==> config.mk <==
export PLATFORM = sky130hd
export DESIGN_NAME = collision_detector
export DESIGN_NICKNAME = d
export VERILOG_FILES = /design/src/rtl/collision_detector_pkg.sv /design/src/rtl/frame_cooldown.sv /design/src/rtl/collision_detector.sv
export SDC_FILE = /design/constraint.sdc
export NUM_CORES = 1
export LEC_CHECK = 0
export BUFFER_PORTS_ARGS = -buffer_cell sky130_fd_sc_hd__buf_2
export CAP_MARGIN = 20
export CORE_AREA = 5 5 42 44
export DETAILED_ROUTE_END_ITERATION = 10
export DIE_AREA = 0 0 47 49
export PLACE_DENSITY_LB_ADDON = 0.05
export SYNTH_ARGS = -nofsm -noshare
export SYNTH_HDL_FRONTEND = slang
export SYNTH_SLANG_ARGS = --single-unit
==> constraint.sdc <==
create_clock -name clk -period 2.9 [get_ports clk]
set_input_delay 0.58 -clock clk [delete_from_list [all_inputs] [get_ports clk]]
set_output_delay 0.58 -clock clk [all_outputs]
set_load 0.005 [all_outputs]
==> src/rtl/collision_detector_pkg.sv <==
// ---------------------------------------------------------------------------
// collision_detector_pkg
//   Shared definitions for the collision detector slice: default cooldown
//   length, cooldown FSM state type, counter widths and a saturating
//   increment helper used by the optional hit counter.
//
//   Optional feature macro used by importers: COLLISION_HIT_COUNT_EN
// ---------------------------------------------------------------------------
package collision_detector_pkg;

  localparam int unsigned COOLDOWN_FRAMES_DEFAULT = 4;
  localparam int unsigned CNT_W                   = 4;
  localparam int unsigned HIT_W                   = 8;

  typedef enum logic {
    ARMED,
    COOLDOWN
  } collision_state_t;

  // Increment that sticks at all-ones instead of wrapping.
  function automatic logic [HIT_W-1:0] sat_inc(input logic [HIT_W-1:0] v);
    if (v == {HIT_W{1'b1}}) begin
      return v;
    end
    return v + HIT_W'(1);
  endfunction

endpackage

==> src/rtl/frame_cooldown.sv <==
// ---------------------------------------------------------------------------
// frame_cooldown
//   Two-state cooldown FSM with a 4-bit frame counter. After an obstacle
//   pulse it blocks obstacle latching for COOLDOWN_FRAMES unpaused frames.
//
//   Ports:
//     clk    in   system clock
//     reset  in   synchronous active-high reset
//     clear  in   level restart; same effect as reset
//     load   in   obstacle pulse being emitted at this frame boundary
//     tick   in   unpaused frame boundary
//     armed  out  registered: obstacle overlaps may be latched
// ---------------------------------------------------------------------------
module frame_cooldown
  import collision_detector_pkg::*;
#(
  parameter int unsigned COOLDOWN_FRAMES = COOLDOWN_FRAMES_DEFAULT
) (
  input  logic clk,
  input  logic reset,
  input  logic clear,
  input  logic load,
  input  logic tick,
  output logic armed
);

  localparam logic [CNT_W-1:0] LOAD_VAL = CNT_W'(COOLDOWN_FRAMES);

  collision_state_t   state_q, state_d;
  logic [CNT_W-1:0]   cnt_q, cnt_d;
  logic               armed_q, armed_d;

  always_comb begin
    state_d = state_q;
    cnt_d   = cnt_q;
    unique case (state_q)
      ARMED: begin
        // A zero-length cooldown never leaves ARMED.
        if (load && (LOAD_VAL != '0)) begin
          state_d = COOLDOWN;
          cnt_d   = LOAD_VAL;
        end
      end
      COOLDOWN: begin
        if (tick) begin
          if (cnt_q > CNT_W'(1)) begin
            cnt_d = cnt_q - CNT_W'(1);
          end else begin
            cnt_d   = '0;
            state_d = ARMED;
          end
        end
      end
      default: begin
        state_d = ARMED;
        cnt_d   = '0;
      end
    endcase
    // Registered so the new state takes effect on the cycle after the boundary.
    armed_d = (state_d == ARMED);
  end

  always_ff @(posedge clk) begin
    if (reset || clear) begin
      state_q <= ARMED;
      cnt_q   <= '0;
      armed_q <= 1'b1;
    end else begin
      state_q <= state_d;
      cnt_q   <= cnt_d;
      armed_q <= armed_d;
    end
  end

  assign armed = armed_q;

endmodule

==> src/rtl/collision_detector.sv <==
// ---------------------------------------------------------------------------
// collision_detector
//   Latches ball/obstacle and ball/bottom overlaps over one video frame and
//   emits single-cycle registered collision pulses on the cycle after each
//   unpaused startOfFrame. Obstacle latching is gated by frame_cooldown.
//
//   Optional feature: define COLLISION_HIT_COUNT_EN to add hitCount[7:0],
//   a saturating count of collisionBallObstacle pulses.
//
//   Ports:
//     clk, reset                 clock, synchronous active-high reset
//     startOfFrame               frame boundary pulse (no active pixel)
//     ballDR, obstacleGoodDR,
//     obstacleBadDR, bottomDR    per-pixel draw requests
//     pause                      game paused
//     reset_level_pulse          level restart, acts as reset
//     collisionBallObstacle      pulse: any obstacle hit last frame
//     collisionBallObstacleGood  pulse: good obstacle hit
//     collisionBallObstacleBad   pulse: bad obstacle hit
//     collisionBallBottom        pulse: bottom border hit
//     hitCount (optional)        saturating obstacle pulse count
// ---------------------------------------------------------------------------
module collision_detector
  import collision_detector_pkg::*;
#(
  parameter int unsigned COOLDOWN_FRAMES = COOLDOWN_FRAMES_DEFAULT
) (
  input  logic clk,
  input  logic reset,
  input  logic startOfFrame,
  input  logic ballDR,
  input  logic obstacleGoodDR,
  input  logic obstacleBadDR,
  input  logic bottomDR,
  input  logic pause,
  input  logic reset_level_pulse,
  output logic collisionBallObstacle,
  output logic collisionBallObstacleGood,
  output logic collisionBallObstacleBad,
  output logic collisionBallBottom
`ifdef COLLISION_HIT_COUNT_EN
  ,
  output logic [HIT_W-1:0] hitCount
`endif
);

  logic good_l_q, good_l_d;
  logic bad_l_q, bad_l_d;
  logic bottom_l_q, bottom_l_d;
  logic obs_q, obs_d;
  logic good_q, good_d;
  logic bad_q, bad_d;
  logic bottom_q, bottom_d;

  logic latch_en;
  logic frame_end;
  logic armed;
  logic cd_load;

  always_comb begin
    latch_en  = !startOfFrame && !pause && !reset_level_pulse;
    frame_end = startOfFrame && !pause && !reset_level_pulse;

    // Every boundary clears the latches, paused or not; a paused boundary
    // simply discards the frame.
    good_l_d   = good_l_q;
    bad_l_d    = bad_l_q;
    bottom_l_d = bottom_l_q;
    if (startOfFrame) begin
      good_l_d   = 1'b0;
      bad_l_d    = 1'b0;
      bottom_l_d = 1'b0;
    end else if (latch_en) begin
      if (armed) begin
        good_l_d = good_l_q | (ballDR & obstacleGoodDR);
        bad_l_d  = bad_l_q  | (ballDR & obstacleBadDR);
      end
      bottom_l_d = bottom_l_q | (ballDR & bottomDR);
    end

    obs_d    = frame_end & (good_l_q | bad_l_q);
    good_d   = frame_end & good_l_q;
    bad_d    = frame_end & bad_l_q;
    bottom_d = frame_end & bottom_l_q;

    cd_load  = obs_d;
  end

  always_ff @(posedge clk) begin
    if (reset || reset_level_pulse) begin
      good_l_q   <= 1'b0;
      bad_l_q    <= 1'b0;
      bottom_l_q <= 1'b0;
      obs_q      <= 1'b0;
      good_q     <= 1'b0;
      bad_q      <= 1'b0;
      bottom_q   <= 1'b0;
    end else begin
      good_l_q   <= good_l_d;
      bad_l_q    <= bad_l_d;
      bottom_l_q <= bottom_l_d;
      obs_q      <= obs_d;
      good_q     <= good_d;
      bad_q      <= bad_d;
      bottom_q   <= bottom_d;
    end
  end

  frame_cooldown #(
    .COOLDOWN_FRAMES(COOLDOWN_FRAMES)
  ) u_cooldown (
    .clk   (clk),
    .reset (reset),
    .clear (reset_level_pulse),
    .load  (cd_load),
    .tick  (frame_end),
    .armed (armed)
  );

  assign collisionBallObstacle     = obs_q;
  assign collisionBallObstacleGood = good_q;
  assign collisionBallObstacleBad  = bad_q;
  assign collisionBallBottom       = bottom_q;

`ifdef COLLISION_HIT_COUNT_EN
  logic [HIT_W-1:0] hit_count_q, hit_count_d;

  // Counts on the same edge the obstacle pulse is registered.
  always_comb begin
    hit_count_d = hit_count_q;
    if (obs_d) begin
      hit_count_d = sat_inc(hit_count_q);
    end
  end

  always_ff @(posedge clk) begin
    if (reset || reset_level_pulse) begin
      hit_count_q <= '0;
    end else begin
      hit_count_q <= hit_count_d;
    end
  end

  assign hitCount = hit_count_q;
`endif

endmodule

==> flow_summary.ini, run 1 <==
[status]
status = finished, final reports clean

[global_route]
grt_pass1_vias = 421
grt_pass1_wl_um = 1850
grt_max_degree = 11
grt_overflow = 0
grt_use_total_pct = 11.3
antenna_found_initial = 0

[cts]
postCtsHoldBufs = 0
cts_buffer_depth = 2
cts_resized = 0
cts-root-buf = clkbuf_4
cts.sinks = 13
clk_latency_ns = 0.27
tritoncts = done
cts_setup_buffers = 0
cts_buffers = 3
cts_max_level = 1
clkTransAtPathRegs_ns = 0.08

[die]
core_mm2 = 0.00140
die_h_um = 49
die_width_um = 47
start_util_pct = 40.5
rows = 14
die_area_mm2 = 0.00230
pin_count = 13

[pwr]
irDropWorstVdd_mv = 0.240
power_density_mw_per_mm2 = 466
finalPower_mw = 0.307
cellLeakagePower_nw = 0.245

[sta]
fin_crit_sh_pct = 53.5
finalSetupViolCount = 0
clock.fmax_mhz = 644
worst_slew_pin_slew_ns = 0.372
hold_viol = 0
rsz0062_at_grt = false
slew_headroom_pct = 75.1
period_minus_slack_ns = 1.55
finalClockSkew_ns = 0.000413
drv_slew = 0
fin_tns_setup_ns = 0

[placement]
place.gp.congestion = 0.796
io_buffers = 12
post-dp-hpwl_um = 873
place_area_um2 = 633
placed_cells = 86

[yosys]
yosysMostFrequentCell = dfxtp_1
synth_nets = 71
syn_avg_cell_area_um2 = 9.47
synth_cell_type_count = 26
ys_seq_area_share_pct = 45.8
yosysTopAreaCell = dfxtp_1
ys_ff_latch = 13
netlist_area_um2 = 568
synthFlopType = dfxtp_1
synth_common_cells = dfxtp_1, nor3_1, inv_1
postSynth.asyncResetShare_pct = 0
synth-edff-count = 0
netlist.area_leader.share_pct = 45.8
synth.area.top_cells = dfxtp_1, ha_1, nor3_1
syn_inst = 60
synthesis.yosys.warnings = 0

[setup_path]
max_stage_delay_ns = 0.50
cp_slowest_cell = or3b_1
critPathLaunchType = primary input
endpoint_kind = register
path_cells = buf_2 -> or3b_1 -> o21ba_2 -> a211o_1
r2r_slack_ns = 1.49
worstRegToRegCells = 5
rr_startpoint = u_cooldown.cnt_q[0]$_SDFFE_PP0P_
arrival_ns = 1.72
worstSetupPathType = primary input to register
cp.required_ns = 3.07
path_max_fanout = 9
crit-reg2reg-capture = u_cooldown.armed$_SDFF_PP1_

[layout]
multi_input_area_um2 = 278
final_cells = 90
fill_cells = 158
final_area_um2 = 659
layout-drive-gt1-share_pct = 25.7
seqCellArea_um2 = 260
insertedDiodeCount = 0
syn2layout_area_growth_pct = 16.1
nets = 86

[flow_run]
cap_violations = 0

[drt]
via_per_inst = 5.48
wl_per_cell_um = 13.1
via_count = 493
drt_iter0_markers = 8
ant_nets = 0
drc = 0
drtPass1Iterations = 4
totalWireLength_um = 1180

[worst_hold_path]
min_path_type = register to register
min_to = collisionBallBottom$_SDFF_PP0_
hold_start = bottom_l_q$_SDFFE_PP0P_
holdPathStages = 1
==> metrics by stage <==
stage	setup slack [ns]	util, %	hold WS, ns
after floorplan	1.24	-	0.431
after global placement	1.07	45.2	0.449
after detailed placement	1.06	45.2	0.442
after CTS	1.36	47.1	0.464
after global routing	1.32	47.1	0.497
final	1.35	47.1	0.462
==> flip-flops by register name, indices dropped and copies added (netlist names) <==
register	count
collisionBallBottom	1
bottom_l_q	1
collisionBallObstacleGood	1
collisionBallObstacleBad	1
u_cooldown.state_q	1
u_cooldown.armed	1
bad_l_q	1
collisionBallObstacle	1
good_l_q	1
u_cooldown.cnt_q	4
==> kinds of logic (layout without fill, tap and decap cells) <==
kind of cell | after synthesis | after routing | share of synthesized area (%)
AO/OA/AOI/OAI | 17 | 17 | 20.5
adder cells (fa/ha/maj) | 2 | 2 | 4.40
buffers and inverters | 6 | 20 | 5.28
flip-flops | 13 | 13 | 45.8
AND/OR/NAND/NOR | 22 | 22 | 24.0
==> cell type report <==
type | count | share of cell area (%)
flip-flops and latches | 13 | 39.5
repair buffers | 12 | 9.11
multi-input cells | 41 | 42.1
well taps | 16 | 3.04
inverters | 4 | 2.28
clock buffers | 4 | 3.98
==> routing by layer <==
layer,vias up,global-route usage (%),share of wire (%)
met4,0,8.76,1.9
met2,16,15.4,45
met5,-,0,0
met3,4,2.95,5.6
met1,221,14.4,47
li1,252,-,-
==> power by group <==
group	internal, mW	switching, mW
sequential	0.179	0.000173
combinational	0.00742	0.00864
clock	0.0533	0.0589
==> worst max path at each step <==
stage	start	to	slack (ns)	cells after the start
2_1_floorplan	reset_level_pulse	u_cooldown.armed$_SDFF_PP1_	1.24	4
3_3_place_gp	reset_level_pulse	u_cooldown.armed$_SDFF_PP1_	1.07	4
3_5_place_dp	reset_level_pulse	u_cooldown.armed$_SDFF_PP1_	1.06	4
6_report	reset_level_pulse	u_cooldown.armed$_SDFF_PP1_	1.35	4
5_1_grt	reset_level_pulse	u_cooldown.armed$_SDFF_PP1_	1.32	4
4_1_cts	reset_level_pulse	u_cooldown.armed$_SDFF_PP1_	1.36	4
==> critical path: cells and delay by family <==
family | cells | cell delay, ns
AOI/OAI and AO/OA | 2 | 0.53
buffers and inverters | 1 | 0.12
and+or+nand+nor | 1 | 0.50
==> cells in the final DEF, fill, tap and decap left out, types with 2 or more instances in the layout <==
cell type	n
dfxtp_1	13
a31oi_1	3
o21ai_0	3
nor2_1	3
nor3_1	5
or3_1	3
ha_1	2
buf_2	12
a21oi_1	3
inv_1	4
o311ai_0	2
clkbuf_4	3
and2_1	3
a211oi_1	2
Note: power is estimated with default switching activity, not from simulation.
==> inputs of run 2 (changes only) <==
==> constraint.sdc (replaced) <==
create_clock -name clk -period 1.6 [get_ports clk]
set_input_delay 0.32 -clock clk [delete_from_list [all_inputs] [get_ports clk]]
set_output_delay 0.32 -clock clk [all_outputs]
set_load 0.005 [all_outputs]
==> flow_summary.ini, run 2 (synthesis results as in run 1) <==
[pwr]
irDropWorstVdd_mv = 0.300
power_density_mw_per_mm2 = 821
cellLeakagePower_nw = 0.254

[layout]
final_util_pct = 48.1
final_area_um2 = 674
top_register = u_cooldown.cnt_q
layout-drive-gt1-share_pct = 27.6
largest_reg_flops = 4
syn2layout_area_growth_pct = 18.7
fill_cells = 150
insertedDiodeCount = 0
nets = 88
final_common_cell = dfxtp_1
final_cell_mix = dfxtp_1, buf_2, nor3_1

[sta]
setup_slack_ns = 0.169
hold_viol = 0
fin_crit_sh_pct = 89.4
rsz0062_at_grt = false
drv_slew = 0
finalClockSkew_ns = 0.00240
worst_slew_pin_slew_ns = 0.368
slew_headroom_pct = 75.4
finalSetupViolCount = 0
fin_tns_setup_ns = 0
period_minus_slack_ns = 1.43
clock.fmax_mhz = 699

[cts]
cts_resized = 0
postCtsHoldBufs = 0
clkTransAtPathRegs_ns = 0.08
clk_latency_ns = 0.27
cts_buffer_depth = 2
cts_buffers = 3
cts_max_level = 1
cts-root-buf = clkbuf_4
cts_setup_buffers = 0
cts.sinks = 13
tritoncts = done

[die]
pin_count = 13
start_util_pct = 40.5
die_area_mm2 = 0.00230
die_width_um = 47
rows = 14
die_h_um = 49
core_mm2 = 0.00140

[drt]
via_per_inst = 5.68
drtPass1Iterations = 4
ant_nets = 0
drc = 0
wl_per_cell_um = 13.8
via_count = 523
drt_iter0_markers = 5
totalWireLength_um = 1270

[global_route]
grt_pass1_vias = 507
grt_use_total_pct = 12.2
grt_pass1_wl_um = 2060
grt_util_met3_pct = 2.58
top_usage_layer = met2
grt_overflow = 0
grtUsageMet1_pct = 14.4
grt_max_degree = 10
antenna_found_initial = 0
met2_usage_pct = 19.0

[setup_path]
r2r_slack_ns = 0.17
endpoint_kind = register
critPathLaunchType = register
arrival_ns = 1.59
path_max_fanout = 4
cp.required_ns = 1.76
worstSetupPathType = register to register

[flow_run]
cap_violations = 0

[placement]
place.gp.congestion = 0.805
place_area_um2 = 648
post-dp-hpwl_um = 969
post-place-ws_ns = 0.0567
io_buffers = 12

[status]
status = finished, final reports clean

[worst_hold_path]
min_path_type = primary input to register
==> run 2: changes by cell type in the layout (fill, tap and decap cells not counted), sizes merged <==
cell / change
buf: +2
==> run 2: report_power, final <==
| group | leakage, nW | switching, mW | internal [mW] |
|---|---|---|---|
| sequential | 0.105 | 0.000333 | 0.324 |
| clock | 0.0150 | 0.101 | 0.0964 |
| combinational | 0.134 | 0.0167 | 0.0161 |
| total | 0.254 | 0.118 | 0.436 |
==> run 2: worst max-delay path: stages, from the launching register on <==
cell	delay, ns
dfxtp_1	0.37
inv_1	0.08
ha_1	0.23
nor2_1	0.25
nor4_1	0.10
a211o_1	0.30
==> run 2: stage by stage <==
stage	std cells	power (mW)	hold WS, ns
after CTS	92	0.562	0.246
after detailed placement	88	0.365	0.459
after global placement	88	0.364	0.455
after floorplan	60	0.348	0.399
after global routing	92	0.578	0.255
final	92	0.554	0.255
==> run 2: layout make-up <==
cell class                 count  area [um^2]  area share (%)
inverter                       4         15.0            2.23
timing repair buffer          14         75.1            11.1
clock buffer                   4         26.3            3.90
tap                           16         20.0            2.97
sequential                    13          260            38.6
multi-input combinational     41          278            41.2
==> run 2: layer usage <==
metal,share of wire [%],vias to the layer above
li1,-,257
met1,44,245
met2,48,19
met3,7.1,2
met4,1.3,0
met5,0,-
==> run 2: final timing paths <==
kind	cells after the start	from	end
setup / recovery	5	u_cooldown.cnt_q[0]$_SDFFE_PP0P_	u_cooldown.armed$_SDFF_PP1_
hold / removal	2	reset	collisionBallObstacle$_SDFF_PP0_
setup reg to reg	5	u_cooldown.cnt_q[0]$_SDFFE_PP0P_	u_cooldown.armed$_SDFF_PP1_
hold reg to reg	1	bottom_l_q$_SDFFE_PP0P_	collisionBallBottom$_SDFF_PP0_
